[config.mk]
export PLATFORM = sky130hd
export DESIGN_NAME = mips_mc_ctrl
export DESIGN_NICKNAME = d
export VERILOG_FILES = /design/src/rtl/mips_pkg.sv /design/src/rtl/mips_mc_ctrl.sv
export SDC_FILE = /design/constraint.sdc
export NUM_CORES = 1
export LEC_CHECK = 0
export BUFFER_PORTS_ARGS = -buffer_cell sky130_fd_sc_hd__buf_4
export CAP_MARGIN = 40
export CORE_MARGIN = 10
export CORE_UTILIZATION = 29
export CTS_CLUSTER_DIAMETER = 80
export DETAILED_ROUTE_END_ITERATION = 6
export PLACE_DENSITY = 0.62
export REMOVE_ABC_BUFFERS = 1
export SYNTH_ARGS = -nofsm -noshare
export SYNTH_HDL_FRONTEND = slang
export SYNTH_SLANG_ARGS = --single-unit
[constraint.sdc]
create_clock -name clk -period 1.4 [get_ports clk]
set_input_delay 0.14 -clock clk [delete_from_list [all_inputs] [get_ports clk]]
set_output_delay 0.14 -clock clk [all_outputs]
set_load 0.02 [all_outputs]
[src/rtl/mips_pkg.sv]
// Shared encodings for the multi-cycle MIPS control path.
// Covers opcodes/functs, ALU ops, datapath mux selects, FSM states and the DECODE dispatch.
package mips_pkg;

  localparam logic [5:0] OP_RTYPE = 6'h00;
  localparam logic [5:0] OP_J     = 6'h02;
  localparam logic [5:0] OP_BEQ   = 6'h04;
  localparam logic [5:0] OP_ORI   = 6'h0D;
  localparam logic [5:0] OP_LUI   = 6'h0F;
  localparam logic [5:0] OP_LW    = 6'h23;
  localparam logic [5:0] OP_SW    = 6'h2B;

  localparam logic [5:0] FN_ADDU  = 6'h21;
  localparam logic [5:0] FN_SUBU  = 6'h23;

  localparam logic [1:0] ALU_ADDU = 2'b00;
  localparam logic [1:0] ALU_SUBU = 2'b01;
  localparam logic [1:0] ALU_ORI  = 2'b10;
  localparam logic [1:0] ALU_LUI  = 2'b11;

  localparam logic [1:0] SRCB_RT      = 2'b00;
  localparam logic [1:0] SRCB_FOUR    = 2'b01;
  localparam logic [1:0] SRCB_IMM     = 2'b10;
  localparam logic [1:0] SRCB_IMM_SH2 = 2'b11;

  localparam logic [1:0] PCSRC_ALU    = 2'b00;
  localparam logic [1:0] PCSRC_ALUOUT = 2'b01;
  localparam logic [1:0] PCSRC_JUMP   = 2'b10;

  typedef enum logic [3:0] {
    S_FETCH  = 4'd0,
    S_DECODE = 4'd1,
    S_MEMADR = 4'd2,
    S_MEMRD  = 4'd3,
    S_MEMWB  = 4'd4,
    S_MEMWR  = 4'd5,
    S_REXEC  = 4'd6,
    S_RWB    = 4'd7,
    S_BRANCH = 4'd8,
    S_JUMP   = 4'd9,
    S_IEXEC  = 4'd10,
    S_IWB    = 4'd11
  } state_t;

  // Successor of DECODE; S_FETCH means the op/funct pair is unsupported.
  function automatic state_t decode_target(input logic [5:0] op, input logic [5:0] funct);
    state_t t;
    t = S_FETCH;
    case (op)
      OP_RTYPE:      if (funct == FN_ADDU || funct == FN_SUBU) t = S_REXEC;
      OP_ORI, OP_LUI: t = S_IEXEC;
      OP_LW, OP_SW:  t = S_MEMADR;
      OP_BEQ:        t = S_BRANCH;
      OP_J:          t = S_JUMP;
      default:       t = S_FETCH;
    endcase
    return t;
  endfunction

endpackage

[src/rtl/mips_mc_ctrl.sv]
// Multi-cycle MIPS control FSM: state register is the only storage, all outputs combinational.
// CPI 3..5 with ready memory; FETCH/MEMRD/MEMWR hold indefinitely while mem_ready is low.
module mips_mc_ctrl
  import mips_pkg::*;
#(
  parameter int OP_W = 6,
  parameter int FN_W = 6
) (
  input  logic            clk,
  input  logic            reset,
  input  logic [OP_W-1:0] op,
  input  logic [FN_W-1:0] funct,
  input  logic            zero,
  input  logic            mem_ready,
  output logic            pc_write,
  output logic            iord,
  output logic            mem_req,
  output logic            mem_write,
  output logic            ir_write,
  output logic            reg_dst,
  output logic            mem_to_reg,
  output logic            reg_write,
  output logic            alu_src_a,
  output logic [1:0]      alu_src_b,
  output logic            ext_op,
  output logic [1:0]      alu_ctl,
  output logic [1:0]      pc_source,
  output logic            illegal,
  output logic            instr_done,
  output logic [3:0]      state
);

  state_t state_q;
  state_t state_n;
  state_t dec_tgt;

  assign dec_tgt = decode_target(op, funct);
  assign state   = state_q;

  always_ff @(posedge clk) begin
    if (reset) state_q <= S_FETCH;
    else       state_q <= state_n;
  end

  always_comb begin
    state_n = S_FETCH;
    case (state_q)
      S_FETCH:  state_n = mem_ready ? S_DECODE : S_FETCH;
      S_DECODE: state_n = dec_tgt;
      S_MEMADR: state_n = (op == OP_LW) ? S_MEMRD : S_MEMWR;
      S_MEMRD:  state_n = mem_ready ? S_MEMWB : S_MEMRD;
      S_MEMWR:  state_n = mem_ready ? S_FETCH : S_MEMWR;
      S_REXEC:  state_n = S_RWB;
      S_IEXEC:  state_n = S_IWB;
      default:  state_n = S_FETCH;
    endcase
  end

  always_comb begin
    pc_write   = 1'b0;
    iord       = 1'b0;
    mem_req    = 1'b0;
    mem_write  = 1'b0;
    ir_write   = 1'b0;
    reg_dst    = 1'b0;
    mem_to_reg = 1'b0;
    reg_write  = 1'b0;
    alu_src_a  = 1'b0;
    alu_src_b  = SRCB_RT;
    ext_op     = 1'b0;
    alu_ctl    = ALU_ADDU;
    pc_source  = PCSRC_ALU;
    illegal    = 1'b0;
    instr_done = 1'b0;
    case (state_q)
      S_FETCH: begin
        mem_req   = 1'b1;
        alu_src_b = SRCB_FOUR;
        ir_write  = mem_ready;
        pc_write  = mem_ready;
      end
      S_DECODE: begin
        alu_src_b = SRCB_IMM_SH2;
        ext_op    = 1'b1;
        illegal   = (dec_tgt == S_FETCH);
      end
      S_MEMADR: begin
        alu_src_a = 1'b1;
        alu_src_b = SRCB_IMM;
        ext_op    = 1'b1;
      end
      S_MEMRD: begin
        mem_req = 1'b1;
        iord    = 1'b1;
      end
      S_MEMWB: begin
        reg_write  = 1'b1;
        mem_to_reg = 1'b1;
        instr_done = 1'b1;
      end
      S_MEMWR: begin
        mem_req    = 1'b1;
        mem_write  = 1'b1;
        iord       = 1'b1;
        instr_done = mem_ready;
      end
      S_REXEC: begin
        alu_src_a = 1'b1;
        alu_ctl   = (funct == FN_SUBU) ? ALU_SUBU : ALU_ADDU;
      end
      S_RWB: begin
        reg_write  = 1'b1;
        reg_dst    = 1'b1;
        instr_done = 1'b1;
      end
      S_IEXEC: begin
        alu_src_a = 1'b1;
        alu_src_b = SRCB_IMM;
        alu_ctl   = (op == OP_LUI) ? ALU_LUI : ALU_ORI;
      end
      S_IWB: begin
        reg_write  = 1'b1;
        instr_done = 1'b1;
      end
      S_BRANCH: begin
        alu_src_a  = 1'b1;
        alu_ctl    = ALU_SUBU;
        pc_source  = PCSRC_ALUOUT;
        pc_write   = zero;
        instr_done = 1'b1;
      end
      S_JUMP: begin
        pc_source  = PCSRC_JUMP;
        pc_write   = 1'b1;
        instr_done = 1'b1;
      end
      default: ;
    endcase
    // Reset squashes every side effect regardless of where the FSM was.
    if (reset) begin
      pc_write   = 1'b0;
      ir_write   = 1'b0;
      reg_write  = 1'b0;
      mem_req    = 1'b0;
      mem_write  = 1'b0;
      illegal    = 1'b0;
      instr_done = 1'b0;
    end
  end

endmodule
==> results.py <==
metrics = {
    "worst_hold_path": {
        "min_to": "state[3]$_SDFF_PP0_",
        "min-delay-start": "op[4]",
        "hp-class": "in2reg",
        "holdPathStages": 4,
    },
    "routing": {
        "dr.max_layer_used": "met4",
        "ant_nets": 0,
        "wl_met3_um": 156,
        "drt-vias-per-instance": 5.31,
        "routed_wl_um": 3010,
        "drc": 0,
        "wl_met2_um": 1540,
        "num_vias": 1031,
        "dr.pass1.iters": 4,
        "wirelength_met1_um": 1260,
        "drt-initial-drc-count": 65,
        "wl_per_cell_um": 15.5,
    },
    "place": {
        "place.gp.congestion": 0.817,
        "placed_cells": 182,
        "hpwl_um": 2130,
        "pre_cts_ws_ns": -0.0996,
        "io_buffers": 37,
    },
    "worst_setup_path": {
        "path_class": "reg2out",
        "max_stage_delay_ns": 0.48,
        "r2r-start": "state[2]$_SDFF_PP0_",
        "critPathTopFamily": "simple AND/OR/NAND/NOR gates",
        "critical-path-slowest-cell": "or4b_4",
        "critPathArrivalTime_ns": 1.49,
        "cp_max_fo": 5,
        "path_cells": "buf_12 -> or4b_4 -> nor3_2 -> buf_4",
        "rrSetupSlack_ns": -0.05,
        "r2r_cells": 5,
        "cp_num_buf_inv": 2,
        "critPathLaunchType": "register",
        "reg2reg_to": "state[0]$_SDFF_PP0_",
        "worstPathRequired_ns": 1.26,
        "endpoint_kind": "primary output",
    },
    "global_routing": {
        "grt_pass1_wl_um": 4730,
        "gr-total-overflow": 0,
        "grt_max_degree": 12,
        "grt_pass1_vias": 1012,
        "antenna_found_initial": 0,
        "grt_usage_pct": 11.5,
    },
    "cts": {
        "root_buffer": "clkbuf_4",
        "holdBufCountCts": 0,
        "cts.sinks": 4,
        "tritoncts": "built",
        "clk_pin_slew_worst_paths_ns": 0.04,
        "clockBufferDepth": 2,
        "clkLatencyLatePin_ns": 0.25,
        "h-tree-depth": 1,
        "cts_buffers": 3,
    },
    "yosys": {
        "avgSynthCellArea_um2": 6.79,
        "ys_ff_latch": 4,
        "synth_compound_area_share_pct": 24.9,
        "synthSimpleGateAreaFrac_pct": 51.2,
        "synth_warnings": 0,
        "synth_ff_type": "dfxtp_1",
        "ys_seq_area_share_pct": 11.4,
        "synth_edf_count": 0,
        "synth_top_family_by_area": "simple AND/OR/NAND/NOR gates",
        "synthXorXnorAreaFrac_pct": 2.50,
        "syn_area_um2": 699,
        "syn_inst": 103,
        "synthAdderAreaFrac_pct": 0,
        "synthArstFlopShare_pct": 0,
        "synth.area.mux_share_pct": 1.43,
        "ys_types": 43,
    },
    "finish": {
        "fin_util_pct": 66.3,
        "drive_gt1_share_pct": 63.9,
        "largest_reg_flops": 4,
        "stdcell_count": 194,
        "area_growth_pct": 114,
        "nets": 184,
        "antenna_cells": 0,
    },
    "floorplanning": {
        "die_area_mm2": 0.00478,
        "dieWidth_um": 69.1,
        "die_y_um": 69.1,
        "rows": 17,
        "core_area_mm2": 0.00225,
        "ios": 38,
        "start_util_pct": 31.0,
    },
    "power": {
        "peakVddDrop_mv": 0.272,
        "powerDensity_mw_per_mm2": 336,
        "leakagePower_nw": 0.643,
    },
    "sta": {
        "setup_slack_ns": -0.230,
        "timing.slew.headroom_pct": 72.8,
        "hold_viol_final": 0,
        "min_period_over_period_pct": 116,
        "fin_tns_setup_ns": -2.35,
        "tightest_slew_ns": 0.402,
        "skew_ns": 0.00701,
        "finalSetupViolCount": 19,
        "holdWs_ns": 0.186,
        "rsz0062_at_grt": "yes",
        "drv_slew": 0,
        "min_period_ns": 1.63,
        "clock.fmax_mhz": 614,
    },
    "outcome": {
        "violations": "setup timing",
        "status": "finished, violations left",
    },
    "job": {
        "cap_violations": 0,
    },
}
[metrics by stage]
| step | total power (W) | instance area [um2] |
|---|---|---|
| floorplan | 0.000208 | 639 |
| global placement | 0.000309 | 1140 |
| detailed placement | 0.000314 | 1140 |
| CTS | 0.000476 | 1360 |
| global route | 0.000526 | 1490 |
| finish | 0.000501 | 1490 |
[worst register-to-register path, delay by kind of cell (launching register included)]
| kind | cells | cell delay, ns |
|---|---|---|
| compound gates | 2 | 0.25 |
| flops | 1 | 0.37 |
| buf+inv | 2 | 0.27 |
| simple gates | 1 | 0.49 |
[Yosys cell counts (2+ instances only)]
library cell | n | share of area, %
a211oi_1 | 2 | 2.1
o21ai_1 | 3 | 2.1
dfxtp_1 | 4 | 11
nor2b_1 | 3 | 2.7
nor3_1 | 10 | 7.2
nor3b_1 | 2 | 2.1
nand3_1 | 4 | 2.9
nand2b_1 | 4 | 3.6
a21oi_1 | 5 | 3.6
buf_4 | 2 | 2.1
o21ai_0 | 3 | 2.1
xnor2_1 | 2 | 2.5
nand2_1 | 11 | 5.9
buf_2 | 6 | 4.3
nor2_1 | 13 | 7.0
or4b_1 | 2 | 2.9
[worst max path at each step]
| stage | from | end | slack, ns | depth (start not counted) |
|---|---|---|---|---|
| 3_5_place_dp | state[3]$_SDFF_PP0_ | ir_write | -0.1 | 4 |
| 3_3_place_gp | state[3]$_SDFF_PP0_ | ir_write | -0.05 | 4 |
| 4_1_cts | state[3]$_SDFF_PP0_ | ir_write | -0.27 | 4 |
| 5_1_grt | state[3]$_SDFF_PP0_ | ir_write | -0.26 | 4 |
| 2_1_floorplan | state[2]$_SDFF_PP0_ | reg_write | -0.69 | 4 |
| 6_report | state[3]$_SDFF_PP0_ | ir_write | -0.23 | 4 |
[cells in the final DEF, fill, tap and decap left out, types with 2 or more instances in the layout]
cell and count:
a21oi_2 3, nor3_4 3, nor2_1 10, buf_4 54
nand2_1 7, dfxtp_4 3, o21ai_1 5, nor3b_2 2
nand2_2 3, nand3_1 4, nor3_1 3, nor2_4 3
nand2b_4 3, clkbuf_4 3, buf_6 12, nor3_2 4
buf_8 3, nor2b_1 3, nand2b_1 2
[layer usage]
metal / track usage [%] / up-vias
met4: 6.43 / 0
met5: 0 / -
met1: 13.0 / 481
li1: - / 511
met3: 2.57 / 5
met2: 19.2 / 34
[report_power, final]
group	internal (W)	leakage [nW]	switching (W)
Sequential	0.000113	0.0352	0.00000421
Combinational	0.000121	0.594	0.000111
Clock	0.0000964	0.0138	0.0000563
[area by class of cell]
cell class	instances	area, um2
tap	28	35.0
fill	193	761
timing repair buffer	70	606
sequential	4	92.6
clock buffer	3	22.5
multi-input combinational	89	738
[kinds of logic (layout without fill, tap and decap cells)]
kind of cell	after synthesis	count (layout)
AO/OA/AOI/OAI	25	25
XOR/XNOR	2	2
buffers and inverters	10	73
flip-flops	4	4
multiplexers	1	1
AND/OR/NAND/NOR	61	61
[repair_timing]
action / CTS / global route
gates resized for setup: 38 / 25
buffers inserted: 7 / 3
endpoints found under the setup margin: 21 / 21
pin swaps: 18 / 14
gates cloned: 0 / 0
Power figures use the tool's default switching activity.
